<file path="config.mk">
export PLATFORM = sky130hd
export DESIGN_NAME = gfau_arbiter
export DESIGN_NICKNAME = d
export VERILOG_FILES = /design/src/rtl/gfau_pkg.sv /design/src/rtl/gfau_arbiter_rr_pick.sv /design/src/rtl/gfau_arbiter.sv
export SDC_FILE = /design/constraint.sdc
export NUM_CORES = 1
export LEC_CHECK = 0
export BUFFER_PORTS_ARGS = -buffer_cell sky130_fd_sc_hd__buf_4
export CAP_MARGIN = 20
export CORE_AREA = 2 2 163 165
export DETAILED_ROUTE_END_ITERATION = 10
export DIE_AREA = 0 0 165 167
export PLACE_DENSITY = 0.61
export SYNTH_ARGS = -nofsm -noshare
export SYNTH_HDL_FRONTEND = slang
export SYNTH_SLANG_ARGS = --single-unit
</file>
<file path="constraint.sdc">
create_clock -name i_clk -period 3.2 [get_ports i_clk]
set_input_delay 0.64 -clock i_clk [delete_from_list [all_inputs] [get_ports i_clk]]
set_output_delay 0.64 -clock i_clk [all_outputs]
set_load 0.01 [all_outputs]
</file>
<file path="src/rtl/gfau_pkg.sv">
// Shared definitions for the GFAU arbiter: operation encoding, datapath width
// and the sequencer state encoding.
package gfau_pkg;

    localparam int SIZE = 33;

    localparam logic [1:0] OP_ADD = 2'd0;
    localparam logic [1:0] OP_SUB = 2'd1;
    localparam logic [1:0] OP_MUL = 2'd2;
    localparam logic [1:0] OP_DIV = 2'd3;

    typedef enum logic [1:0] {
        ST_IDLE  = 2'd0,
        ST_ISSUE = 2'd1,
        ST_WAIT  = 2'd2,
        ST_RESP  = 2'd3
    } state_t;

endpackage

</file>
<file path="src/rtl/gfau_arbiter_rr_pick.sv">
// Combinational round-robin selector: first set request bit at or above ptr,
// wrapping past N-1 back to 0.
module rr_pick #(
    parameter int N  = 4,
    parameter int IW = (N > 1) ? $clog2(N) : 1
) (
    input  logic [N-1:0]  req,
    input  logic [IW-1:0] ptr,
    output logic [N-1:0]  grant,
    output logic [IW-1:0] idx,
    output logic          any
);

    always_comb begin
        logic [IW:0]   sum;
        logic [IW-1:0] cand;
        grant = '0;
        idx   = '0;
        any   = 1'b0;
        for (int k = 0; k < N; k++) begin
            // One extra bit so ptr + k cannot overflow before the wrap for non power-of-two N.
            sum = {1'b0, ptr} + (IW + 1)'(k);
            if (sum >= (IW + 1)'(N)) begin
                sum = sum - (IW + 1)'(N);
            end
            cand = sum[IW-1:0];
            if (!any && req[cand]) begin
                any         = 1'b1;
                grant[cand] = 1'b1;
                idx         = cand;
            end
        end
    end

endmodule

</file>
<file path="src/rtl/gfau_arbiter.sv">
// Round-robin sequencer sharing one GFAU between N_REQ requesters: accept one
// op, pulse start, hold operands, wait for done (or watchdog), return result.
module gfau_arbiter
    import gfau_pkg::*;
#(
    parameter int N_REQ   = 4,
    parameter int SIZE    = gfau_pkg::SIZE,
    parameter int TIMEOUT = 1023,
    parameter int TW      = 10
) (
    input  logic                  i_clk,
    input  logic                  i_rst_n,
    input  logic [N_REQ-1:0]      req_valid,
    output logic [N_REQ-1:0]      req_ready,
    input  logic [2*N_REQ-1:0]    req_op,
    input  logic [SIZE*N_REQ-1:0] req_a,
    input  logic [SIZE*N_REQ-1:0] req_b,
    output logic [N_REQ-1:0]      rsp_valid,
    output logic [SIZE-1:0]       rsp_data,
    output logic                  rsp_err,
    output logic                  busy,
    output logic [SIZE-1:0]       gfau_in_0,
    output logic [SIZE-1:0]       gfau_in_1,
    output logic [1:0]            gfau_op,
    output logic                  gfau_start,
    input  logic [SIZE-1:0]       gfau_result,
    input  logic                  gfau_done,
    output state_t                dbg_state
);

    localparam int IW = $clog2(N_REQ);

    state_t          state, state_nx;
    logic [IW-1:0]   rr_ptr;
    logic [IW-1:0]   owner;
    logic [IW-1:0]   pick_idx;
    logic [N_REQ-1:0] grant;
    logic            pick_any;
    logic [1:0]      op_q;
    logic [SIZE-1:0] a_q;
    logic [SIZE-1:0] b_q;
    logic [SIZE-1:0] res_q;
    logic            err_q;
    logic [TW-1:0]   wd;
    logic [TW-1:0]   wd_inc;
    logic            wd_hit;

    rr_pick #(
        .N  (N_REQ),
        .IW (IW)
    ) u_pick (
        .req   (req_valid),
        .ptr   (rr_ptr),
        .grant (grant),
        .idx   (pick_idx),
        .any   (pick_any)
    );

    // Watchdog counts WAIT cycles including the current one, so the abort
    // lands on the TIMEOUT-th WAIT cycle and RESP follows TIMEOUT+1 cycles after start.
    assign wd_inc = wd + 1'b1;
    assign wd_hit = (wd_inc == TW'(TIMEOUT));

    // Handshake: a transfer happens on a rising edge where req_valid[i] and
    // req_ready[i] are both high; ready is only offered in IDLE, to one requester,
    // and never depends on anything but req_valid and the rr pointer.
    always_comb begin
        state_nx   = state;
        req_ready  = '0;
        rsp_valid  = '0;
        rsp_data   = '0;
        rsp_err    = 1'b0;
        gfau_start = 1'b0;
        case (state)
            ST_IDLE: begin
                req_ready = grant;
                if (pick_any) begin
                    state_nx = ST_ISSUE;
                end
            end
            ST_ISSUE: begin
                gfau_start = 1'b1;
                state_nx   = ST_WAIT;
            end
            ST_WAIT: begin
                if (gfau_done || wd_hit) begin
                    state_nx = ST_RESP;
                end
            end
            ST_RESP: begin
                rsp_valid[owner] = 1'b1;
                rsp_data         = res_q;
                rsp_err          = err_q;
                state_nx         = ST_IDLE;
            end
            default: state_nx = ST_IDLE;
        endcase
    end

    always_ff @(posedge i_clk or negedge i_rst_n) begin
        if (!i_rst_n) begin
            state  <= ST_IDLE;
            rr_ptr <= '0;
            owner  <= '0;
            op_q   <= '0;
            a_q    <= '0;
            b_q    <= '0;
            res_q  <= '0;
            err_q  <= 1'b0;
            wd     <= '0;
        end else begin
            state <= state_nx;
            case (state)
                ST_IDLE: begin
                    if (pick_any) begin
                        owner <= pick_idx;
                        op_q  <= req_op[int'(pick_idx)*2 +: 2];
                        a_q   <= req_a[int'(pick_idx)*SIZE +: SIZE];
                        b_q   <= req_b[int'(pick_idx)*SIZE +: SIZE];
                        res_q <= '0;
                        err_q <= 1'b0;
                    end
                end
                ST_ISSUE: begin
                    wd <= '0;
                end
                ST_WAIT: begin
                    wd <= wd_inc;
                    // done has priority over a coincident watchdog expiry
                    if (gfau_done) begin
                        res_q <= gfau_result;
                        err_q <= 1'b0;
                    end else if (wd_hit) begin
                        res_q <= '0;
                        err_q <= 1'b1;
                    end
                end
                ST_RESP: begin
                    rr_ptr <= (owner == IW'(N_REQ - 1)) ? '0 : owner + 1'b1;
                end
                default: ;
            endcase
        end
    end

    // Operands come only from the latched copies, so they cannot move while
    // the multiplier is scanning bits; zero when idle.
    assign busy      = (state != ST_IDLE);
    assign gfau_in_0 = busy ? a_q  : '0;
    assign gfau_in_1 = busy ? b_q  : '0;
    assign gfau_op   = busy ? op_q : '0;
    assign dbg_state = state;

endmodule
</file>
==> metrics.md <==
| Metric | Value |
|---|---|
| Ys Warns | 0 |
| Drt total wl | between 20,000 and 30,000 µm |
| DR pass1 iterations | 5 |
| All-Layer GR Usage | between 10% and 20% |
| Layout Nets | between 1,000 and 1,500 |
| #FFs+latches synth | about 120 |
| Initial core utilization | around 29% |
| Post-synth EDFFs | 0 |
| Root Driver | clkbuf_16 |
| Most Used Layer, Global Route | met2 |
| Post-Syn Area | 0.00759 mm² |
| Synth Area in Compound Gates | 16.3% |
| CP arrival | about 2400 ps |
| GRT met1 Usage | about a quarter |
| Crit path kind | reg -> out |
| Die Width | 165 µm |
| # fillers | about 2,500 |
| Gpl congestion | approximately 0.86 |
| Seq/Total Area, Yosys | just under 40% |
| Clk_lat worst skew | about 420 ps |
| H-tree level count | 4 |
| Tmin final | ~3000 ps |
| Layout Cells excl Fill | around 1,500 |
| IO buf count | 425 |
| Crit-path cells | buf_6, mux4_2, nor2b_4, a22oi_1, nor2_1, a221oi_2, nor2_1, buf_4 |
| Syn Area/Cell | around 10 µm² |
| ANT cells | 0 |
| # resized after CTS | 3 |
| Max VDD drop | between 0.5 and 0.6 mV |
| Final Cycle Share | 93.5% |
| Worst Path Required | between 2000 and 3000 ps |
| Post-CTS Hold Buffers | 0 |
| Placed Cells | between 1,000 and 1,500 |
| Post-layout util | 45.6% |
| Fin. Hold Viols | 0 |
| Post-synthesis adder-cell area fraction | around 3.0% |
| Critical Path Max Stage Delay | approximately 610 ps |
| Worst slack at placement | approximately 210 ps |
| Pleak | 0.00582 µW |
| Slew Limit Fails | 0 |
| Final Worst Setup Slack | between 200 and 250 ps |
| Status | finished clean |
| Max clock buf depth | 2 |
| Final setup viols | 0 |
| Largest family of logic cells by synthesized area | multiplexers |
| Vias | about 7,400 |
| DRC viols | 0 |
| Mux contribution to synthesized area | between 10% and 20% |
| Worst min-delay path category | in -> async |
| Post-synthesis simple-gate area fraction | 15.8% |
| Syn Nets | approximately 1,100 |
| Post-synth cell types | 48 |
| First-pass GRT wire length | 42,200 µm |
| Max-slew headroom | ~57% |
| Slew of the pin with the lowest slew margin | roughly 650 ps |
| Most common cell after layout, fill and taps aside | buf_4 |
| I/O pin cnt | 426 |
| RSZ-0062 raised after global routing | no |
| Reg area | 0.00295 mm² |
| Antenna Nets Post-Route | 0 |
| Critical-path top delay cell | mux4_2 |
| Async SR Flop Fraction | 100% |
| DR WL/cell | 18.5 µm |
| Clock sinks | approximately 120 |
| DP Wirelength | approximately 21,000 µm |
| Met2 usage | 34.1% |
| Core Box Area | 0.0258 mm² |
| Largest net degree at the start of global routing | slightly below 70 |
| Most frequent cells in the layout | buf_4, mux2i_1, dfrtp_1, nand2_1, nor2b_1 |
| GR met3 Demand/Resource | about 5.2% |
| CTS tree | done |
| Pwr dens | a little under 1000 mW/mm² |
| Setup crit end kind | output pin |
| Post-Route Skew | ~14 ps |
| Die Ht | between 150 and 200 µm |
| CP Launch Type | register |
| Cell mode on critical path | nor2_1 |
| Setup bufs post-CTS | 0 |
| Maximum clock frequency | around 0.33 GHz |
| Synth Area in XOR/XNOR | less than 1% |
| Rows | just under 60 |
| Multi-input logic area | between 0.004 and 0.005 mm² |
| Ys flop type | dfrtp_1 |
| Setup TNS | 0 ps |
| Final Power | approximately 12,000 µW |
| Cell count after synthesis | about 760 |
| Cts bufs inserted | 17 |
| Crit Path Max Fanout | 15 |
| Die area | between 0.02 and 0.03 mm² |
| Initial antenna violation count | 0 |
| Max_cap viols | 0 |
| P&R area growth vs syn | 54.8% |
| Vias in the first global route | about 7,600 |
| Vias per inst | roughly 4.9 |
| Layout cells sized above 1 | a little over two fifths |
| GR Overflow Total | 0 |
| Clock-pin slew on the worst setup and hold paths | 60 ps |
| Initial DRC count | just under 500 |
## worst max-delay path: cells and delay by family (launching register included)
kind                   cells  cell delay (ps)
multiplexers               1              610
AO/OA/AOI/OAI              2              150
AND/OR/NAND/NOR            3              460
buffers and inverters      2              360
flip-flops                 1              360
## sequential cells by signal, summed over array words and instances (netlist names)
signal and cells:
b_q 33, rr_ptr 2, res_q 33, owner 2, dbg_state 2, op_q 2, a_q 33, wd 10
err_q 1
## worst paths after layout
kind	startpoint	to	slack, ps	depth (start not counted)
setup reg to reg	rr_ptr[0]	b_q[21]	500	9
hold reg to reg	a_q[25]	a_q[25]	480	2
setup / recovery	rr_ptr[0]	req_ready[2]	210	8
max in group asynchronous	i_rst_n	a_q[27]	2170	2
min in group i_clk	gfau_result[20]	res_q[20]	450	2
hold / removal	i_rst_n	b_q[15]	240	1
## cells by family after synthesis
logic type / Yosys count
and+or+nand+nor: 230
DFF: 118
AOI/OAI and AO/OA: 155
muxes: 146
xor gates and xnor gates: 3
adders and majority gates: 18
buffers and inverters: 85
## layer usage
metal	vias to the layer above	part of all wire, %
met5	-	0
met4	0	1.4
met3	20	7.5
met2	303	51
met1	3548	40
li1	3570	-
## layout make-up
type                            count  share of cell area (%)
Multi-Input combinational cell    552                    36.4
Clock buffer                       17                    3.62
Inverter                           19                   0.607
Clock inverter                     15                    1.20
Tap cell                          335                    3.57
Sequential cell                   118                    25.1
Timing Repair Buffer              451                    29.5
## synthesized netlist by cell type (2+ instances only)
cell type / count / share of area, %
nand4_1: 2 / 0.16
a22o_1: 33 / 3.8
nor3_1: 2 / 0.13
a22oi_1: 5 / 0.49
buf_4: 6 / 0.59
clkbuf_4: 4 / 0.40
and3_1: 3 / 0.25
clkbuf_1: 48 / 2.4
dfrtp_1: 118 / 39
mux2_1: 3 / 0.44
a221oi_1: 4 / 0.46
buf_2: 2 / 0.13
mux2i_1: 140 / 18
mux4_2: 3 / 0.89
a21oi_1: 11 / 0.72
nand2_1: 81 / 4.0
nor2_1: 15 / 0.74
o21ai_1: 6 / 0.40
inv_1: 19 / 0.94
xnor2_1: 3 / 0.35
o22ai_1: 5 / 0.41
nand3_1: 8 / 0.53
nor3b_1: 2 / 0.20
o21ai_0: 11 / 0.72
nand2b_1: 3 / 0.25
and2_1: 38 / 3.1
ha_1: 18 / 3.0
nor2b_1: 71 / 5.8
buf_12: 5 / 1.3
o221ai_1: 68 / 7.8
## stage by stage
stage	cell area [µm²]	hold WS, ps
floorplan	7590	344
global placement	11100	463
detailed placement	11100	465
CTS	11700	245
global route	11800	267
finish	11800	239
## power by group
part	leakage [µW]	internal [µW]	switching, µW
clock network	0.000277	1080	767
logic	0.00404	3460	3880
registers	0.00150	2170	325
total	0.00582	6710	4970
Note: power is estimated with default switching activity, not from simulation.
